$ cat config.mk
export PLATFORM = sky130hd
export DESIGN_NAME = z80_sysctrl
export DESIGN_NICKNAME = d
export VERILOG_FILES = /design/src/rtl/z80_sysctrl.sv
export SDC_FILE = /design/constraint.sdc
export NUM_CORES = 1
export LEC_CHECK = 0
export CAP_MARGIN = 30
export CORE_ASPECT_RATIO = 0.9
export CORE_MARGIN = 4
export CORE_UTILIZATION = 38
export DETAILED_ROUTE_END_ITERATION = 12
export PLACE_DENSITY_LB_ADDON = 0.2
export SYNTH_ARGS = -nofsm -noshare
export SYNTH_HDL_FRONTEND = slang
export SYNTH_SLANG_ARGS = --single-unit
$ cat constraint.sdc
create_clock -name CLK_4M -period 1.6 [get_ports CLK_4M]
set_input_delay 0.24 -clock CLK_4M [delete_from_list [all_inputs] [get_ports CLK_4M]]
set_output_delay 0.24 -clock CLK_4M [all_outputs]
set_load 0.1 [all_outputs]
$ cat src/rtl/z80_sysctrl.sv
// z80_sysctrl: sound-side system controller for the Z80.
// Decodes the Z80 I/O bus into the 68k<->Z80 mailbox, NMI request logic,
// the four ROM bank registers and the YM2610 select. Also produces the
// banked ROM address and the ROM/RAM selects from the memory bus.
// Single clock domain (CLK_4M), synchronous active-low reset.

module z80_sysctrl (
  input  logic        CLK_4M,
  input  logic        nRESET,
  input  logic [15:0] SDA,
  input  logic [7:0]  SDD_OUT,
  input  logic        nIORQ,
  input  logic        nMREQ,
  input  logic        nRD,
  input  logic        nWR,
  input  logic        CMD_WR,
  input  logic [7:0]  CMD_DATA,
  output logic [7:0]  REPLY,
  output logic [7:0]  IO_DIN,
  output logic        nNMI,
  output logic        NMI_EN,
  output logic [21:0] ROM_ADDR,
  output logic        nROM_CS,
  output logic        nRAM_CS,
  output logic        nYM_CS,
  output logic [1:0]  YM_A
);

  // I/O port numbers; only SDA[4:0] are decoded, so SDA[7:5] mirror.
  localparam logic [4:0] PORT_CMD     = 5'h00;
  localparam logic [4:0] PORT_NMI_ON  = 5'h08;
  localparam logic [4:0] PORT_NMI_OFF = 5'h18;
  localparam logic [4:0] PORT_REPLY   = 5'h0C;
  localparam logic [4:0] PORT_BANK2K  = 5'h08;
  localparam logic [4:0] PORT_BANK4K  = 5'h09;
  localparam logic [4:0] PORT_BANK8K  = 5'h0A;
  localparam logic [4:0] PORT_BANK16K = 5'h0B;

  // Bank reset values give an identity map of the upper 32 KiB.
  localparam logic [7:0] BANK16K_RST = 8'h02;
  localparam logic [7:0] BANK8K_RST  = 8'h06;
  localparam logic [7:0] BANK4K_RST  = 8'h0E;
  localparam logic [7:0] BANK2K_RST  = 8'h1E;

  // Strobe decode and edge detection.
  logic       w_io_rd;
  logic       w_io_wr;
  logic       r_io_rd_prev;
  logic       r_io_wr_prev;
  logic       w_rd_edge;
  logic       w_wr_edge;
  logic [4:0] w_port;
  logic       w_clr_pend;

  // Architectural state.
  logic [7:0] r_cmd_latch;
  logic [7:0] r_reply;
  logic       r_nmi_pend;
  logic       r_nmi_en;
  logic       r_nnmi;
  logic [7:0] r_bank16k;
  logic [7:0] r_bank8k;
  logic [7:0] r_bank4k;
  logic [7:0] r_bank2k;

  // Combinational helpers.
  logic [7:0]  w_io_din;
  logic        w_ym_sel;
  logic        w_ram_region;
  logic [21:0] w_rom_addr;

  assign w_io_rd = ~nIORQ & ~nRD;
  assign w_io_wr = ~nIORQ & ~nWR;
  assign w_port  = SDA[4:0];

  // An access acts only on its first low cycle.
  assign w_rd_edge = w_io_rd & ~r_io_rd_prev;
  assign w_wr_edge = w_io_wr & ~r_io_wr_prev;

  // Either a read or a write of the command port acknowledges the NMI.
  assign w_clr_pend = (w_rd_edge | w_wr_edge) & (w_port == PORT_CMD);

  // Previous-cycle strobe history; it keeps tracking during reset so a
  // strobe that is already low at reset release is not seen as a new access.
  always_ff @(posedge CLK_4M) begin
    r_io_rd_prev <= w_io_rd;
    r_io_wr_prev <= w_io_wr;
  end

  // Command latch and NMI pending flag; a new command beats an acknowledge.
  always_ff @(posedge CLK_4M) begin
    if (!nRESET) begin
      r_cmd_latch <= 8'h00;
      r_nmi_pend  <= 1'b0;
    end else if (CMD_WR) begin
      r_cmd_latch <= CMD_DATA;
      r_nmi_pend  <= 1'b1;
    end else if (w_clr_pend) begin
      r_nmi_pend  <= 1'b0;
    end
  end

  // NMI enable, set and cleared by writes to the two control ports.
  always_ff @(posedge CLK_4M) begin
    if (!nRESET) begin
      r_nmi_en <= 1'b0;
    end else if (w_wr_edge && (w_port == PORT_NMI_ON)) begin
      r_nmi_en <= 1'b1;
    end else if (w_wr_edge && (w_port == PORT_NMI_OFF)) begin
      r_nmi_en <= 1'b0;
    end
  end

  // Registered NMI output: one cycle behind the pending/enable state.
  always_ff @(posedge CLK_4M) begin
    if (!nRESET) begin
      r_nnmi <= 1'b1;
    end else begin
      r_nnmi <= ~(r_nmi_pend & r_nmi_en);
    end
  end

  // Reply byte returned to the 68k side.
  always_ff @(posedge CLK_4M) begin
    if (!nRESET) begin
      r_reply <= 8'h00;
    end else if (w_wr_edge && (w_port == PORT_REPLY)) begin
      r_reply <= SDD_OUT;
    end
  end

  // ROM bank registers, loaded from the upper address byte of an I/O read.
  always_ff @(posedge CLK_4M) begin
    if (!nRESET) begin
      r_bank16k <= BANK16K_RST;
      r_bank8k  <= BANK8K_RST;
      r_bank4k  <= BANK4K_RST;
      r_bank2k  <= BANK2K_RST;
    end else if (w_rd_edge) begin
      case (w_port)
        PORT_BANK2K:  r_bank2k  <= SDA[15:8];
        PORT_BANK4K:  r_bank4k  <= SDA[15:8];
        PORT_BANK8K:  r_bank8k  <= SDA[15:8];
        PORT_BANK16K: r_bank16k <= SDA[15:8];
        default:      r_bank2k  <= r_bank2k;
      endcase
    end
  end

  // I/O read data: the command latch on port 0, open bus elsewhere.
  always_comb begin
    w_io_din = 8'hFF;
    if (w_port == PORT_CMD) begin
      w_io_din = r_cmd_latch;
    end else begin
      w_io_din = 8'hFF;
    end
  end

  // YM2610 occupies ports 4..7 and is selected while the strobe is low.
  assign w_ym_sel = (w_port[4:2] == 3'b001) & (w_io_rd | w_io_wr);

  // Banked ROM address; windows shrink by half towards the top of memory.
  always_comb begin
    w_rom_addr   = {11'b0, SDA[10:0]};
    w_ram_region = 1'b0;
    casez (SDA[15:11])
      5'b0????: w_rom_addr = {7'b0, SDA[14:0]};
      5'b10???: w_rom_addr = {r_bank16k, SDA[13:0]};
      5'b110??: w_rom_addr = {1'b0, r_bank8k, SDA[12:0]};
      5'b1110?: w_rom_addr = {2'b0, r_bank4k, SDA[11:0]};
      5'b11110: w_rom_addr = {3'b0, r_bank2k, SDA[10:0]};
      5'b11111: begin
        w_rom_addr   = {11'b0, SDA[10:0]};
        w_ram_region = 1'b1;
      end
      default: begin
        w_rom_addr   = {11'b0, SDA[10:0]};
        w_ram_region = 1'b0;
      end
    endcase
  end

  assign REPLY    = r_reply;
  assign IO_DIN   = w_io_din;
  assign nNMI     = r_nnmi;
  assign NMI_EN   = r_nmi_en;
  assign ROM_ADDR = w_rom_addr;
  assign nROM_CS  = ~(~nMREQ & ~w_ram_region);
  assign nRAM_CS  = ~(~nMREQ & w_ram_region);
  assign nYM_CS   = ~w_ym_sel;
  assign YM_A     = SDA[1:0];

endmodule

* After elaboration in Yosys (flattened, before gate mapping)
Cells that the tools add are included.
Storage, ports and cells: bits in registers 53, logic and storage cells 63, output and inout bits 45
Cells by class: equal/unequal tests 12, multiplexer cells 7, bitwise logic cells 23, reductions and logical operators 10
Operators by type and width (count):
- one-hot mux 22 bit (6 select lines) | 1
- == test 5 x 4 -> 1 bit (second input constant) | 5
- == test 5 bit (second input constant) | 3
- NOT 1 bit | 12
- AND 1 bit | 9
- two-way mux 8 bit | 1
- AND reduction 2 bit | 4
- logical NOT 5 bit | 1
- two-way mux 1 bit | 5
- == test 4 bit (second input constant) | 1
- nonzero test 2 bit | 2
- == test 3 x 1 -> 1 bit (second input constant) | 1
- == test 3 bit (second input constant) | 1
- logical AND 1 bit | 3
- == test 2 bit (second input constant) | 1
- OR 1 bit | 2

* Logic depth before layout (Yosys ltp)
Gate-level depths: netlist of the first run.
depth in word-level cells 7, mapped depth 5, gate-level depth less buffers 3

* Least setup slack after synthesis of the first run
No wires, ideal clock.
path kind input port to output port, from input nIORQ, to output nYM_CS, stages on the path 4, setup slack -1.520 ns, buffers on the path 1, arrival 2.880 ns, cell sequence clkbuf_1 or2_1 inv_1 o21ai_0
On the way: word-level cells in the longest chain between the ends 5
RTL lines:
- start: declaration | RTL line 12 | input logic nIORQ,
- NOT 1 bit | RTL line 73 | assign w_io_wr = ~nIORQ & ~nWR;
- AND 1 bit | RTL line 73
- via w_io_wr | RTL line 47 | logic w_io_wr;
- OR 1 bit | RTL line 161 | assign w_ym_sel = (w_port[4:2] == 3'b001) & (w_io_rd | w_io_wr);
- AND 1 bit | RTL line 161
- NOT 1 bit | RTL line 191 | assign nYM_CS = ~w_ym_sel;
- end: declaration | RTL line 25 | output logic nYM_CS,
The timed path passes the listed nets, and every way through them passes these cells.

* Worst setup path in the final report of the first run
from input SDA[1], to output IO_DIN[6]
On the way: word-level cells in the longest chain between the ends 2
RTL lines:
- start: declaration | RTL line 10 | input logic [15:0] SDA,
- logical NOT 5 bit | RTL line 153 | if (w_port == PORT_CMD) begin
- two-way mux 8 bit | RTL line 153
- end: declaration | RTL line 19 | output logic [7:0] IO_DIN,
Every way passes these cells.

==> results of run 1 <==
[state kept, by name, indices dropped and copies added (netlist names), 8 cells and up]
register     cells
REPLY            8
r_bank4k         8
r_bank16k        8
r_cmd_latch      8
r_bank8k         8
r_bank2k         8
[metal layers]
layer / vias up / routed length (µm) / track usage, %
met3: 9 / 537 / 5.25
met4: 0 / 72 / 4.59
li1: 1262 / - / -
met2: 84 / 3810 / 32.0
met1: 1204 / 3870 / 27.3
met5: - / 0 / 0
[report_power, final]
| part | switching [mW] | total, mW | internal (mW) |
|---|---|---|---|
| combinational | 0.445 | 0.789 | 0.344 |
| sequential | 0.0141 | 1.35 | 1.34 |
| clock | 0.447 | 0.956 | 0.509 |
| total | 0.906 | 3.10 | 2.19 |
[final timing paths]
| check | startpoint | to | slack (ns) | depth (start not counted) |
|---|---|---|---|---|
| max | SDA[1] | IO_DIN[6] | -0.06 | 7 |
| min | SDA[12] | r_bank4k[4] | 0.35 | 4 |
| max reg2reg | r_io_rd_prev | r_bank8k[5] | 0.12 | 4 |
| min reg2reg | r_nmi_pend | nNMI | 0.42 | 1 |
[area by class of cell]
class | count | area (µm²)
Multi-Input combinational cell | 208 | 1730
Clock buffer | 6 | 82.6
Sequential cell | 53 | 1060
Clock inverter | 2 | 37.5
Fill cell | 518 | 2000
Inverter | 5 | 18.8
Tap cell | 90 | 113
Timing Repair Buffer | 134 | 1680
[repair_timing]
item,CTS,global route
gates cloned,1,0
resized for setup,56,8
setup buffers,3,4
pin swaps,7,6
setup endpoints to repair,30,25
[logic make-up (layout without fill, tap and decap cells)]
family | Yosys count | count (layout) | synth area share, %
AO/OA/AOI/OAI | 54 | 54 | 13.0
buffers and inverters | 43 | 147 | 8.57
flip-flops | 53 | 53 | 39.5
multiplexers | 32 | 32 | 11.9
AND/OR/NAND/NOR | 122 | 122 | 27.0
[worst register-to-register path: stages (launching register included)]
cell and delay (ns):
dfxtp_1 0.35, or4b_4 0.54, buf_4 0.19, o21ai_0 0.17
a21boi_0 0.11
[cell usage in the layout, fill, tap and decap left out, drive strengths merged, types with 2 or more instances in the layout]
master / instances
or2: 2
nor2b: 19
clkdlybuf4s50: 23
a221oi: 3
nand2b: 11
nor4b: 2
nand2: 34
a21oi: 8
o21ai: 19
a31oi: 3
nand3: 25
buf: 105
nand3b: 3
or4b: 2
inv: 5
mux2i: 32
clkbuf: 7
a21boi: 13
dlygate4sd2: 4
nor2: 6
nor4: 3
dfxtp: 53
and4b: 5
nand4: 3
[metrics by stage]
step | total power [mW] | area [µm²] | setup WS (ns) | TNS [ns]
6_report | 3.10 | 4730 | -0.0564 | -0.318
5_1_grt | 3.22 | 4730 | -0.0929 | -0.825
4_1_cts | 3.12 | 4710 | -0.164 | -0.623
3_5_place_dp | 2.14 | 4460 | -0.444 | -18.59
3_3_place_gp | 2.13 | 4460 | -0.411 | -17.14
2_1_floorplan | 1.85 | 2970 | -0.173 | -1.64
==> metrics, run 1 <==
Core Util, Final 70.3%; Hold/Removal Path Class input port to flip-flop; Main synth FF type dfxtp_1; Synth area leader dfxtp_1; Crit Path Category input port to primary output; max-slew violations 0; final hold viol count 0; Avg WL per Cell 16.6 µm; CP Data Arrival Time roughly 1.4 ns; die area 0.00848 mm²; Fin Hold WS 0.349 ns; post-route insts no fill 498; Syn Area/Cell about 9 µm²; Max Clk Rate 604 MHz; Vias per Instance 5.14; number of global-route vias before repair 2,594; TritonRoute pass-1 iters 4; Leak 1.84 nW; initial antenna violation count 0; Worst Path Max Fanout 4; CP cell instances buf_8 -> or2_4 -> nor4_4 -> buf_4 -> clkbuf_16 -> nand2b_4 -> buf_12; CTS Buf Count 5; Synth Instances 304; Core Region 0.00673 mm²; # DRC 0; # hold bufs at CTS 0; failing checks setup timing; CTS H-tree lvls 2; RSZ-0062 raised after global routing true; Routability Congestion just under 0.9; PnR worst setup slack -0.0564 ns; Ports between 80 and 90; global route overflow 0; Final Cycle Share 104%; Netlist cell types 44; status finished, violations left; worst vdd ir around 0.54 mV; flops & latches, synth 53; delay-heaviest family, CP simple AND/OR/NAND/NOR gates; sequential area share after synthesis 39.5%; Port Buf Inserts 77; gr usage total between 20% and 30%; ANT nets after route 0; DR vias 2,559; WL final 8290 µm; Worst setup SP type input port; syn_nets 343; Detailed Route Iter0 Violations approximately 140; Power Density 655 mW/mm²; CP required 1.36 ns; clk_skew roughly 0.010 ns; Total Nets Final 446; WP buf/inv 4; P&R area growth vs syn 75.9%; CTS root buf clkbuf_8; CTS tree built; Clk pin slew, worst setup/hold paths 0.10 ns; largest net degree at the start of global routing 69; DPL Wire Length 6020 µm; CTS sink cnt 53; CP max stage cell nor4_4; maximum clock insertion buffer count 2; Crit path largest cell delay 0.29 ns; max_cap viols 0; critical path endpoint category primary output; ranking of synthesized cells by area dfxtp_1 39%, mux2i_1 12%, nand2_1 4.8%, nand3_1 4.7%, nor2b_1 4.4%; cell area after synthesis between 0.002 and 0.003 mm²; YS warnings 0; post-placement cell count 484; # diodes 0; fin crit period 1.66 ns; clock latency at the later pin of the worst-skew pair 0.31 ns; Initial Util 39.9%; EDFF count, synth 0; max_slew headroom 75.0%; first-pass GRT wire length 13,600 µm; top-area cell type share of the netlist area 39.5%; Synth top cells by count 53 x dfxtp_1, 34 x nand2_1, 32 x mux2i_1; most common cell in the netlist dfxtp_1; asr flop ratio synth 0%; final setup violation count 9; row count 28; Worst Tran Pin Value ~0.38 ns; chip height 87.8 µm; die span in x 96.6 µm; fraction of layout cells with a size suffix above 1 a little under 40%
(Power assumes the default switching activity.)
==> inputs of run 2 (changes only) <==
--- a/config.mk
+++ b/config.mk
@@ -7,7 +7,6 @@
 export LEC_CHECK = 0
 export CAP_MARGIN = 30
 export CORE_ASPECT_RATIO = 0.9
-export CORE_MARGIN = 4
 export CORE_UTILIZATION = 38
 export DETAILED_ROUTE_END_ITERATION = 12
 export PLACE_DENSITY_LB_ADDON = 0.2
==> metrics, run 2 (synthesis results as in run 1) <==
CTS H-tree lvls 2 (unchanged); Avg WL per Cell 15.9 µm (-4.2%); Vias per Instance 5.18 (+0.73%); max-slew violations 0 (unchanged); TritonRoute pass-1 iters 4 (unchanged); fraction of layout cells with a size suffix above 1 40.2% (+1.0 points); post-placement cell count 484 (unchanged); Worst setup SP type input port; Final Power 2.89 mW (-6.8%); Final Cycle Share 100% (-3.5 points); die area 0.00741 mm² (-13%); placed cell areas 0.00446 mm² (unchanged); Max Clk Rate 625 MHz (+3.5%); row count 28 (unchanged); RR Startpoint r_io_rd_prev; GR Util met1 29.9% (+2.6 points); largest net degree at the start of global routing 43 (-38%); fin crit period 1.60 ns (-0.0560 ns); critical path endpoint category primary output; CP Data Arrival Time 1.36 ns (-0.06 ns); Core Region 0.00669 mm² (-0.52%); clk_skew 0.00756 ns (-0.00256 ns); Total Nets Final 448 (+0.45%); final hold viol count 0 (unchanged); failing checks setup timing; ANT nets after route 0 (unchanged); RSZ-0062 raised after global routing true; commonest non-fill, non-tap cell in the layout dfxtp_1; WL final 7970 µm (-3.8%); Hold/Removal Path Class input port to flip-flop; Core Util, Final 70.4% (+0.18 points); CTS root buf clkbuf_8; chip height 81.8 µm (-6.8%); CP cell instances buf_8 -> or2_4 -> nor4_4 -> buf_4 -> clkbuf_16 -> nand2b_4 -> buf_12; Ports 84 (unchanged); # diodes 0 (unchanged); pre-CTS setup slack -0.444 ns (+0.0000910 ns); reg2reg setup slack 0.10 ns (-0.02 ns); CP max stage cell or2_4; number of global-route vias before repair 2,613 (+0.73%); Worst Path Max Fanout 4 (unchanged); Crit path largest cell delay 0.25 ns (-0.04 ns); CTS Buf Count 5 (unchanged); PnR worst setup slack -0.000422 ns (+0.0560 ns); Initial Util 40.1% (+0.21 points); Detailed Route Iter0 Violations 181 (+30%); worst vdd ir 0.409 mV (-24%); die span in x 90.6 µm (-6.2%); P&R area growth vs syn 75.5%; Power Density 612 mW/mm² (-6.5%); # DRC 0 (unchanged); CTS tree built; CP required 1.36 ns (about the same); Final Cell Area 0.00471 mm² (-0.26%); Port Buf Inserts 77 (unchanged); DPL Wire Length 5900 µm (-2.0%); most frequent cells in the layout 50 x dfxtp_1, 48 x buf_4, 47 x buf_12; M3 GR Usage 3.89% (-1.4 points); Crit Path Category input port to primary output; CTS sink cnt 53 (unchanged); hold_sp nRESET; most used routing layer met2; clock latency at the later pin of the worst-skew pair 0.31 ns (about the same); DR vias 2,588 (+1.1%); post-route insts no fill 500 (+0.40%); global route overflow 0 (unchanged); Worst Tran Pin Value 0.330 ns (-0.0452 ns); gr usage total 22.6% (+2.6 points); first-pass GRT wire length 13,100 µm (-3.8%); Clk pin slew, worst setup/hold paths 0.09 ns (about the same); M2 GR Usage 37.1% (+5.1 points); crit path from SDA[1]; Routability Congestion 0.952 (+7.2%); max_slew headroom 77.9% (+2.9 points); Leak 1.84 nW (about the same); initial antenna violation count 0 (unchanged); final setup violation count 3 (-6); status finished, violations left; maximum clock insertion buffer count 2 (unchanged); max_cap viols 0 (unchanged)
==> run 2: path summary, 6_finish.rpt <==
check,cells after the start,to
worst max-delay path,7,IO_DIN[7]
worst max register to register,4,r_bank8k[7]
worst min register to register,1,nNMI
worst min-delay path,2,nNMI
==> run 2: metrics by stage <==
stage	hold WS, ns	setup TNS [ns]
CTS	0.227	-0.0868
floorplan	0.346	-1.64
finish	0.234	-0.000780
global route	0.243	-0.340
global placement	0.395	-16.58
detailed placement	0.399	-18.49
==> run 2: final cells by class <==
| class | instances | area, µm² |
|---|---|---|
| Clock buffer | 6 | 72.6 |
| Clock inverter | 2 | 10.0 |
| Tap cell | 90 | 113 |
| Sequential cell | 53 | 1060 |
| Inverter | 5 | 18.8 |
| Timing Repair Buffer | 136 | 1700 |
| Fill cell | 470 | 1980 |
| Multi-Input combinational cell | 208 | 1730 |
==> run 2: routing by layer <==
layer | vias to the layer above | wire [µm]
li1 | 1265 | -
met1 | 1226 | 3580
met2 | 87 | 3780
met3 | 10 | 500
met4 | 0 | 108
met5 | - | 0
==> run 2: report_power, final <==
part           internal (mW)  switching [mW]
Sequential              1.34          0.0140
Clock                  0.305           0.440
Combinational          0.347           0.442
==> run 2: timing repair <==
| item | in CTS | in global routing |
|---|---|---|
| setup buffers | 5 | 2 |
| setup endpoints to repair | 30 | 26 |
| resized for setup | 64 | 13 |
| cloned | 1 | 0 |
| pin swaps | 8 | 7 |
| hold buffers | 0 | 0 |
==> run 2: worst max-delay path: cells and delay by family <==
family / cells / cell delay [ns]
and+or+nand+nor: 3 / 0.55
buffers and inverters: 4 / 0.56
==> inputs of run 3 (changes only) <==
--- a/config.mk
+++ b/config.mk
@@ -9,6 +9,7 @@
 export CORE_ASPECT_RATIO = 0.9
 export CORE_UTILIZATION = 38
 export DETAILED_ROUTE_END_ITERATION = 12
+export DONT_BUFFER_PORTS = 1
 export PLACE_DENSITY_LB_ADDON = 0.2
 export SYNTH_ARGS = -nofsm -noshare
 export SYNTH_HDL_FRONTEND = slang
==> metrics, run 3 (synthesis results as in run 1) <==
Max Clk Rate 627 MHz (+0.37%); Port Buf Inserts 0 (-100%); setup_tns 0 ns (+0.000780 ns); Crit Path Category flip-flop to primary output; global route overflow 0 (unchanged); initial antenna violation count 0 (unchanged); # DRC 0 (unchanged); Core Region 0.00669 mm² (unchanged); Avg WL per Cell 16.7 µm (+4.8%); Initial Util 40.1% (unchanged); gr usage total 18.9% (-3.6 points); clock latency at the later pin of the worst-skew pair 0.31 ns (about the same); worst vdd ir 0.459 mV (+12%); status finished, final reports clean; maximum clock insertion buffer count 2 (unchanged); Leak 1.28 nW (-31%); max-slew violations 0 (unchanged); multi-input logic area 0.00168 mm² (-3.1%); largest net degree at the start of global routing 69 (+60%); Total Nets Final 357 (-20%); die area 0.00741 mm² (unchanged); row count 28 (unchanged); DR vias 2,194 (-15%); register area 0.00106 mm² (unchanged); most frequent cells in the layout 50 x dfxtp_1, 33 x nand2_1, 32 x mux2i_1; CP required 1.36 ns (about the same); Worst setup SP type flip-flop; die span in x 90.6 µm (unchanged); max_cap viols 0 (unchanged); DPL Wire Length 4900 µm (-17%); Final Cycle Share 99.7% (-0.36 points); ANT nets after route 0 (unchanged); CTS root buf clkbuf_8; CTS sink cnt 53 (unchanged); final setup violation count 0 (-3); clk_skew 0.00684 ns (-0.000716 ns); P&R area growth vs syn 31.8%; Routability Congestion 0.825 (-13%); chip height 81.8 µm (unchanged); max_slew headroom 56.1% (-22 points); Hold/Removal Path Class input port to flip-flop; WL final 6810 µm (-15%); number of global-route vias before repair 2,051 (-22%); final hold viol count 0 (unchanged); setup bufs post-CTS 0 (-5); fraction of layout cells with a size suffix above 1 28.6% (-12 points); # diodes 0 (unchanged); Worst Tran Pin Value 0.657 ns (+0.328 ns); CP Data Arrival Time 1.35 ns (about the same); post-placement cell count 400 (-17%); CTS tree built; Ports 84 (unchanged); Fill cells 606 (+29%); CTS Buf Count 5 (unchanged); Clk pin slew, worst setup/hold paths 0.10 ns (about the same); Worst Path Max Fanout 2 (-2); Power Density 702 mW/mm² (+15%); fin crit period 1.59 ns (-0.00582 ns); post-route insts no fill 408 (-18%); commonest non-fill, non-tap cell in the layout dfxtp_1; first-pass GRT wire length 10,900 µm (-17%); CTS H-tree lvls 2 (unchanged); Detailed Route Iter0 Violations 177 (-2.2%); critical path endpoint category primary output; TritonRoute pass-1 iters 4 (unchanged); RSZ-0062 raised after global routing true; reg2reg setup slack 0.11 ns (about the same); Vias per Instance 5.38 (+3.9%)
==> run 3: changes by cell type in the layout (fill, tap and decap cells not counted), moves of 7 or more <==
cell,change
buf_4,-23
nand2b_2,+8
clkdlybuf4s50_1,-23
buf_6,-7
nand2b_4,-8
buf_12,-28
==> run 3: worst max-delay path, stage by stage (launching register included) <==
cell	delay (ns)
dfxtp_1	0.33
and4b_1	0.20
a221oi_4	0.24
a21oi_4	0.09
buf_12	0.17
==> run 3: layout make-up <==
type | count | area share [%]
timing repair buffer | 45 | 16.3
multi-input combinational | 208 | 47.3
clock buffer | 6 | 2.33
tap | 90 | 3.18
inverter | 5 | 0.530
sequential | 53 | 30.1
clock inverter | 1 | 0.212
==> run 3: timing repair <==
item | CTS | global route
hold buffers | 1 | 0
gates resized for setup | 5 | 4
hold endpoints to repair | 1 | 0
setup endpoints to repair | 4 | 5
pin swaps | 6 | 2
gates cloned | 0 | 0
==> run 3: worst paths after layout <==
| kind | end | cells past startpoint | from |
|---|---|---|---|
| worst max-delay path | ROM_ADDR[16] | 4 | r_bank8k[3] |
| worst min-delay path | r_bank8k[1] | 1 | nRESET |
| worst max register to register | r_bank16k[7] | 4 | r_io_rd_prev |
| worst min register to register | nNMI | 1 | r_nmi_pend |
==> run 3: report_power, final <==
part / internal [mW] / switching (mW) / total, mW
combinational: 0.143 / 0.219 / 0.362
clock: 0.343 / 0.433 / 0.776
sequential: 1.34 / 0.0116 / 1.35
total: 1.82 / 0.663 / 2.49
==> run 3: per-layer routing <==
metal	share of wire [%]	GRT usage [%]	vias to the layer above	routed length (µm)
li1	-	-	1084	-
met1	48	27.0	1035	3280
met2	46	28.3	66	3100
met3	5.3	4.17	9	361
met4	1.0	5.97	0	70
met5	0	0	-	0
==> run 3: per-stage QoR <==
step	cell area (µm²)	power, mW	worst slack (ns)	hold slack [ns]	util (%)
2_1_floorplan	2970	1.85	-0.173	0.346	-
3_3_place_gp	3400	1.74	0.131	0.318	50.7
6_report	3540	2.49	0.00540	0.0169	52.9
5_1_grt	3540	2.57	-0.0370	0.00670	52.9
3_5_place_dp	3400	1.74	0.112	0.322	50.7
4_1_cts	3520	2.50	0.00465	0.00589	52.6
